File: config.mk
export PLATFORM = sky130hd
export DESIGN_NAME = scc_run_ctrl
export DESIGN_NICKNAME = d
export VERILOG_FILES = /design/src/rtl/scc_pkg.sv /design/src/rtl/scc_run_cnt.sv /design/src/rtl/scc_run_ctrl.sv
export SDC_FILE = /design/constraint.sdc
export NUM_CORES = 1
export LEC_CHECK = 0
export CELL_PAD_IN_SITES_DETAIL_PLACEMENT = 0
export CELL_PAD_IN_SITES_GLOBAL_PLACEMENT = 1
export CORE_MARGIN = 5
export CORE_UTILIZATION = 31
export CTS_BUF_LIST = sky130_fd_sc_hd__clkbuf_4 sky130_fd_sc_hd__clkbuf_8
export DETAILED_ROUTE_END_ITERATION = 16
export PLACE_DENSITY = 0.84
export SYNTH_ARGS = -nofsm -noshare
export SYNTH_HDL_FRONTEND = slang
export SYNTH_SLANG_ARGS = --single-unit
File: constraint.sdc
create_clock -name clk -period 2.81 [get_ports clk]
set_input_delay 0.281 -clock clk [delete_from_list [all_inputs] [get_ports clk]]
set_output_delay 0.281 -clock clk [all_outputs]
set_load 0.05 [all_outputs]
File: src/rtl/scc_pkg.sv
`default_nettype none
// ============================================================================
// Module   : scc_pkg
// Purpose  : Shared run-controller state encoding and widths
// Revision : 1.0
// ============================================================================
package scc_pkg;

  typedef enum logic [1:0] {
    IDLE  = 2'd0,
    RESET = 2'd1,
    RUN   = 2'd2,
    DONE  = 2'd3
  } state_t;

  localparam int ERR_W = 2;

endpackage
`default_nettype wire

File: src/rtl/scc_run_cnt.sv
`default_nettype none
// ============================================================================
// Module   : scc_run_cnt
// Purpose  : Reset-hold down-counter plus saturating run-cycle up-counter
// Revision : 1.0
// ============================================================================
module scc_run_cnt #(
  parameter int CNT_W = 32
) (
  input  logic             clk,
  input  logic             rst,
  input  logic             hold_load,
  input  logic [7:0]       hold_val,
  input  logic             hold_dec,
  output logic             hold_zero,
  input  logic             cnt_clr,
  input  logic             cnt_en,
  output logic [CNT_W-1:0] cnt,
  output logic [CNT_W-1:0] cnt_nxt
);

  logic [7:0]       r_hold;
  logic [CNT_W-1:0] r_cnt;

  always_ff @(posedge clk) begin
    if (!rst) begin
      r_hold <= '0;
      r_cnt  <= '0;
    end else begin
      if (hold_load)
        r_hold <= hold_val;
      else if (hold_dec && (r_hold != 8'd0))
        r_hold <= r_hold - 8'd1;

      if (cnt_clr)
        r_cnt <= '0;
      else if (cnt_en)
        r_cnt <= cnt_nxt;
    end
  end

  // Saturate at all-ones so a very long run never wraps back to zero
  assign cnt_nxt   = (&r_cnt) ? r_cnt : r_cnt + CNT_W'(1);
  assign cnt       = r_cnt;
  assign hold_zero = (r_hold == 8'd0);

endmodule
`default_nettype wire

File: src/rtl/scc_run_ctrl.sv
`default_nettype none
// ============================================================================
// Module   : scc_run_ctrl
// Purpose  : Sequences core reset, gates core clock, detects stop, latches status
// Revision : 1.0
// ============================================================================
module scc_run_ctrl
  import scc_pkg::*;
#(
  parameter int RST_HOLD_CYCLES = 3,
  parameter int TIMEOUT_CYCLES  = 500,
  parameter int CNT_W           = 32
) (
  input  logic             clk,
  input  logic             rst,
  input  logic             start,
  input  logic             run_en,
  input  logic             core_halt_f,
  input  logic [ERR_W-1:0] core_err_bits,
  input  logic [31:0]      core_imem_v,
  input  logic [31:0]      core_dmem_v,
  output logic             core_rst,
  output logic             core_clk_en,
  output logic             busy,
  output logic             done,
  output logic             halted,
  output logic             timeout_f,
  output logic [ERR_W-1:0] err_latched,
  output logic [CNT_W-1:0] cycle_count,
  output logic [31:0]      last_instr,
  output logic [31:0]      last_dmem
);

  localparam logic [7:0]       c_hold_init = 8'(RST_HOLD_CYCLES - 1);
  localparam logic [CNT_W-1:0] c_timeout   = CNT_W'(TIMEOUT_CYCLES);

  state_t           r_state;
  logic             r_core_rst;
  logic             r_halted;
  logic             r_timeout;
  logic [ERR_W-1:0] r_err;
  logic [31:0]      r_last_instr;
  logic [31:0]      r_last_dmem;

  logic             w_launch;
  logic             w_run_step;
  logic             w_hold_zero;
  logic [CNT_W-1:0] w_cnt_nxt;

  assign w_launch   = ((r_state == IDLE) || (r_state == DONE)) && start;
  assign w_run_step = (r_state == RUN) && run_en;

  scc_run_cnt #(
    .CNT_W (CNT_W)
  ) u_cnt (
    .clk       (clk),
    .rst       (rst),
    .hold_load (w_launch),
    .hold_val  (c_hold_init),
    .hold_dec  (r_state == RESET),
    .hold_zero (w_hold_zero),
    .cnt_clr   (w_launch),
    .cnt_en    (w_run_step),
    .cnt       (cycle_count),
    .cnt_nxt   (w_cnt_nxt)
  );

  always_ff @(posedge clk) begin
    if (!rst) begin
      r_state      <= IDLE;
      r_core_rst   <= 1'b1;
      r_halted     <= 1'b0;
      r_timeout    <= 1'b0;
      r_err        <= '0;
      r_last_instr <= '0;
      r_last_dmem  <= '0;
    end else begin
      case (r_state)
        IDLE, DONE: begin
          if (start) begin
            r_state      <= RESET;
            r_core_rst   <= 1'b1;
            r_halted     <= 1'b0;
            r_timeout    <= 1'b0;
            r_err        <= '0;
            r_last_instr <= '0;
            r_last_dmem  <= '0;
          end
        end
        RESET: begin
          if (w_hold_zero) begin
            r_state    <= RUN;
            r_core_rst <= 1'b0;
          end
        end
        RUN: begin
          // Paused cycles neither advance the run nor evaluate stop conditions
          if (run_en) begin
            r_last_instr <= core_imem_v;
            r_last_dmem  <= core_dmem_v;
            if (core_halt_f) begin
              r_halted <= 1'b1;
              r_err    <= core_err_bits;
              r_state  <= DONE;
            end else if (core_err_bits != '0) begin
              r_err   <= core_err_bits;
              r_state <= DONE;
            end else if (w_cnt_nxt == c_timeout) begin
              r_timeout <= 1'b1;
              r_err     <= core_err_bits;
              r_state   <= DONE;
            end
          end
        end
      endcase
    end
  end

  assign core_rst    = r_core_rst;
  assign core_clk_en = (r_state == RESET) || w_run_step;
  assign busy        = (r_state == RESET) || (r_state == RUN);
  assign done        = (r_state == DONE);
  assign halted      = r_halted;
  assign timeout_f   = r_timeout;
  assign err_latched = r_err;
  assign last_instr  = r_last_instr;
  assign last_dmem   = r_last_dmem;

endmodule
`default_nettype wire
==> key figures, run 1 <==
Worst setup path
  • Maximum fanout count along the critical path: 4
  • Crit. Startpoint: u_cnt.cnt[1]
  • Worst reg2reg path startpoint: u_cnt.cnt[1]
  • Critical path arrival: 3060 ps
  • Required time of the critical path: 3080 ps
  • Critical path start-end classification: flip-flop to flip-flop
  • Type of origin of the critical path: flip-flop
  • Element type at the critical path end: flip-flop

Finish
  • Highest-count cells in the layout ignoring fill and taps: clkdlybuf4s50_1, nand2_1, nand3_1, dfxtp_1, a21boi_0
  • Final instance count without filler cells: 1062
  • Leading cell type in the layout, fill and taps excluded: clkdlybuf4s50_1
  • Number of nets in the finished design: 915
  • Ratio of cells with drive above 1 in the final layout: 0.1354
  • Final design instance area without fill: 7884 um2
  • Number of inserted filler cells in the final layout: 1608
  • Antenna fix cells: 0
  • Final core area utilization: 0.4737
  • Synth-to-Final Area Change: 49.00%

Floorplanning
  • Die Span X: 140.6 um
  • Height of the chip: 140.6 um
  • Initial standard-cell utilization of the core: 0.3179
  • Floorplan die area: 19780 um2
  • FP Rows: 47
  • Area of the core region: 16640 um2
  • IO Pins: 175

CTS
  • Post-cts hold buffer count: 0
  • TritonCTS clock tree: yes
  • Clock Root Buffer: clkbuf_8
  • H-tree levels: 3
  • Clk_lat worst skew: 390 ps
  • Maximum buffer depth of the clock tree: 2
  • Clock transition at the register clock pins on the worst setup and hold paths after CTS: 110 ps
  • Clock buffers created by TritonCTS: 9
  • Total number of clock tree sinks: 111

GRT
  • Number of global-route vias before repair: 4956
  • Remaining Overflow, GRT: 0
  • All-layer global routing usage: 0.1634
  • Antenna violations before repair: 0
  • Global-route wire length before repair: 26.45 mm
  • Maximum number of pins on one net before global-route repair: 67

Placed design
  • Number of buffer cells added on primary ports: 174
  • Post-DP Area: 7581 um2
  • Dpl hpwl: 12.24 mm
  • Weighted congestion reported at the end of routability-driven placement: 0.8870
  • Dpl cells: 1041

Synthesis
  • Synthesized Nets: 732
  • Netlist cell types: 46
  • Post-synth top area share: 0.4200
  • Dominant synthesized flop cell: dfxtp_1
  • Biggest area contributors in the synthesized netlist: dfxtp_1, a21boi_0, nand3_1
  • Total number of yosys warnings: 0
  • Cell Area, Synth: 5291 um2
  • Leading area contributor after synthesis: dfxtp_1
  • Number of enable-type register cells in the synthesized netlist: 0
  • Gate count after technology mapping: 654
  • Post-synthesis sequential element count: 111
  • Proportion of register bits with asynchronous set or reset after synthesis: 0
  • Mean instance size in the synthesized netlist: 8.091 um2
  • Sequential element share of the synthesized area: 0.4200

Route
  • Average wire per cell in the routed design: 16.03 um
  • Iter 0 DRT Violations: 301
  • Detailed-route via count: 5245
  • Remaining DRCs: 0
  • Antenna-violating nets left: 0
  • Routed vias/inst: 4.939
  • Number of detailed-route iterations in the first pass: 5
  • Final Routed Wirelength: 17.02 mm

Pwr
  • Max rail drop VDD: 0.4729 mV
  • Power density of the placed cells: 641.7 nW/um2
  • Lkg Pwr: 0.002621 uW

Flow run
  • Max-capacitance violation count: 0

Timing
  • Final Setup Violations: 0
  • Pin slew with the least headroom to its limit: 724.6 ps
  • Tightest slew margin relative to the limit: 0.5169
  • Final hold violation count: 0
  • Highest attainable clock frequency: 359.4 MHz
  • Worst clock skew: 18.05 ps
  • Minimum clock period after layout: 2782 ps
  • Period Utilization, post-route: 0.9902
  • Final setup TNS: 0 ps
  • RSZ-0062 raised after global routing: true
  • Number of pins exceeding their max-slew limit in the final report: 0

Outcome
  • Run status: complete, no violations

Worst hold path
  • Beginning of the worst hold path: rst
  • Min-delay worst type: primary input to flip-flop
-- cells in the mapped netlist, types with 2 or more instances --
master,number
nor4_1,9
nand3_1,88
a21boi_0,67
o22ai_1,2
or3_1,11
a21oi_1,13
nor3_1,17
o21ai_0,16
or4_1,4
inv_1,12
a31oi_1,7
mux2i_1,4
and2_1,4
nor4_2,3
a22oi_1,3
nand4_1,12
nor2_1,47
or2_2,2
buf_2,6
clkbuf_1,38
o211ai_1,2
xor2_1,24
and3_1,4
and4_1,2
xnor2_1,19
o31ai_1,2
nand2_1,100
ha_1,7
nand2b_1,2
dfxtp_1,111
-- logic make-up after synthesis --
family / share of synthesized area
muxes: 0.009695
DFF: 0.4200
AOI/OAI and AO/OA: 0.1549
xor gates and xnor gates: 0.07117
adders and majority gates: 0.01655
buffers and inverters: 0.04209
and+or+nand+nor: 0.2856
-- area by class of cell --
cell class / count / area [um2] / area share
Clock inverter: 6 / 61.31 / 0.007777
Inverter: 12 / 45.04 / 0.005713
Multi-Input combinational cell: 486 / 3002 / 0.3807
Timing Repair Buffer: 217 / 2082 / 0.2641
Tap cell: 220 / 275.3 / 0.03492
Sequential cell: 111 / 2281 / 0.2893
Clock buffer: 10 / 137.6 / 0.01746
-- what timing repair did --
| item | in CTS | in global routing |
|---|---|---|
| setup buffers | 2 | 3 |
| gates resized for setup | 3 | 12 |
| setup endpoints to repair | 2 | 3 |
| pin swaps | 1 | 6 |
-- power by group --
| part | leakage [uW] | internal [uW] | total [uW] | switching [uW] |
|---|---|---|---|---|
| combinational | 0.00161 | 698 | 2250 | 1550 |
| sequential | 0.000913 | 1730 | 1820 | 96.8 |
| clock | 0.0000982 | 370 | 982 | 613 |
-- flip-flops by register name, indices dropped and copies added (netlist names) --
signal,cells
core_rst,1
err_latched,2
timeout_f,1
last_dmem,32
last_instr,32
r_state,2
u_cnt.r_hold,8
u_cnt.cnt,32
halted,1
-- routing by layer --
| metal | routed length [um] | GRT usage | vias up |
|---|---|---|---|
| met5 | 0 | 0 | - |
| met4 | 187 | 0.03417 | 0 |
| met3 | 1796 | 0.07586 | 19 |
| met2 | 7532 | 0.2510 | 179 |
| met1 | 7503 | 0.2114 | 2416 |
| li1 | - | - | 2631 |
-- stage by stage --
stage | power (uW) | setup slack [ps] | hold slack (ps)
CTS | 5117 | 3.659 | 337.4
floorplan | 3298 | 0.3866 | 421.7
global placement | 4109 | 36.92 | 447.4
detailed placement | 4114 | -29.64 | 453.8
finish | 5059 | 27.59 | 350.8
global route | 5378 | -116.9 | 388.1
-- critical path, stage by stage, from the launching register on --
cell and delay, ps:
dfxtp_4 390, ha_4 160, and3_4 200, nand2_2 60, or4_4 560, nor4_4 170, mux2i_1 120, nor4_2 310
a31oi_2 180, or3_4 410, mux2i_1 120
-- path summary, 6_finish.rpt --
path / to / slack (ps) / depth (start not counted)
hold / removal: core_rst / 350 / 2
setup / recovery: r_state[0] / 30 / 10
setup reg to reg: r_state[0] / 30 / 10
hold reg to reg: last_dmem[21] / 470 / 2
No activity file was read; power rests on OpenSTA's default activity.
==> run 2: changes to the inputs <==
--- a/config.mk
+++ b/config.mk
@@ -12,6 +12,7 @@
 export CTS_BUF_LIST = sky130_fd_sc_hd__clkbuf_4 sky130_fd_sc_hd__clkbuf_8
 export DETAILED_ROUTE_END_ITERATION = 16
 export PLACE_DENSITY = 0.84
+export SKIP_LAST_GASP = 1
 export SYNTH_ARGS = -nofsm -noshare
 export SYNTH_HDL_FRONTEND = slang
 export SYNTH_SLANG_ARGS = --single-unit
==> results of run 2 <==
Final layout, timing and power as in run 1 (identical DEF).
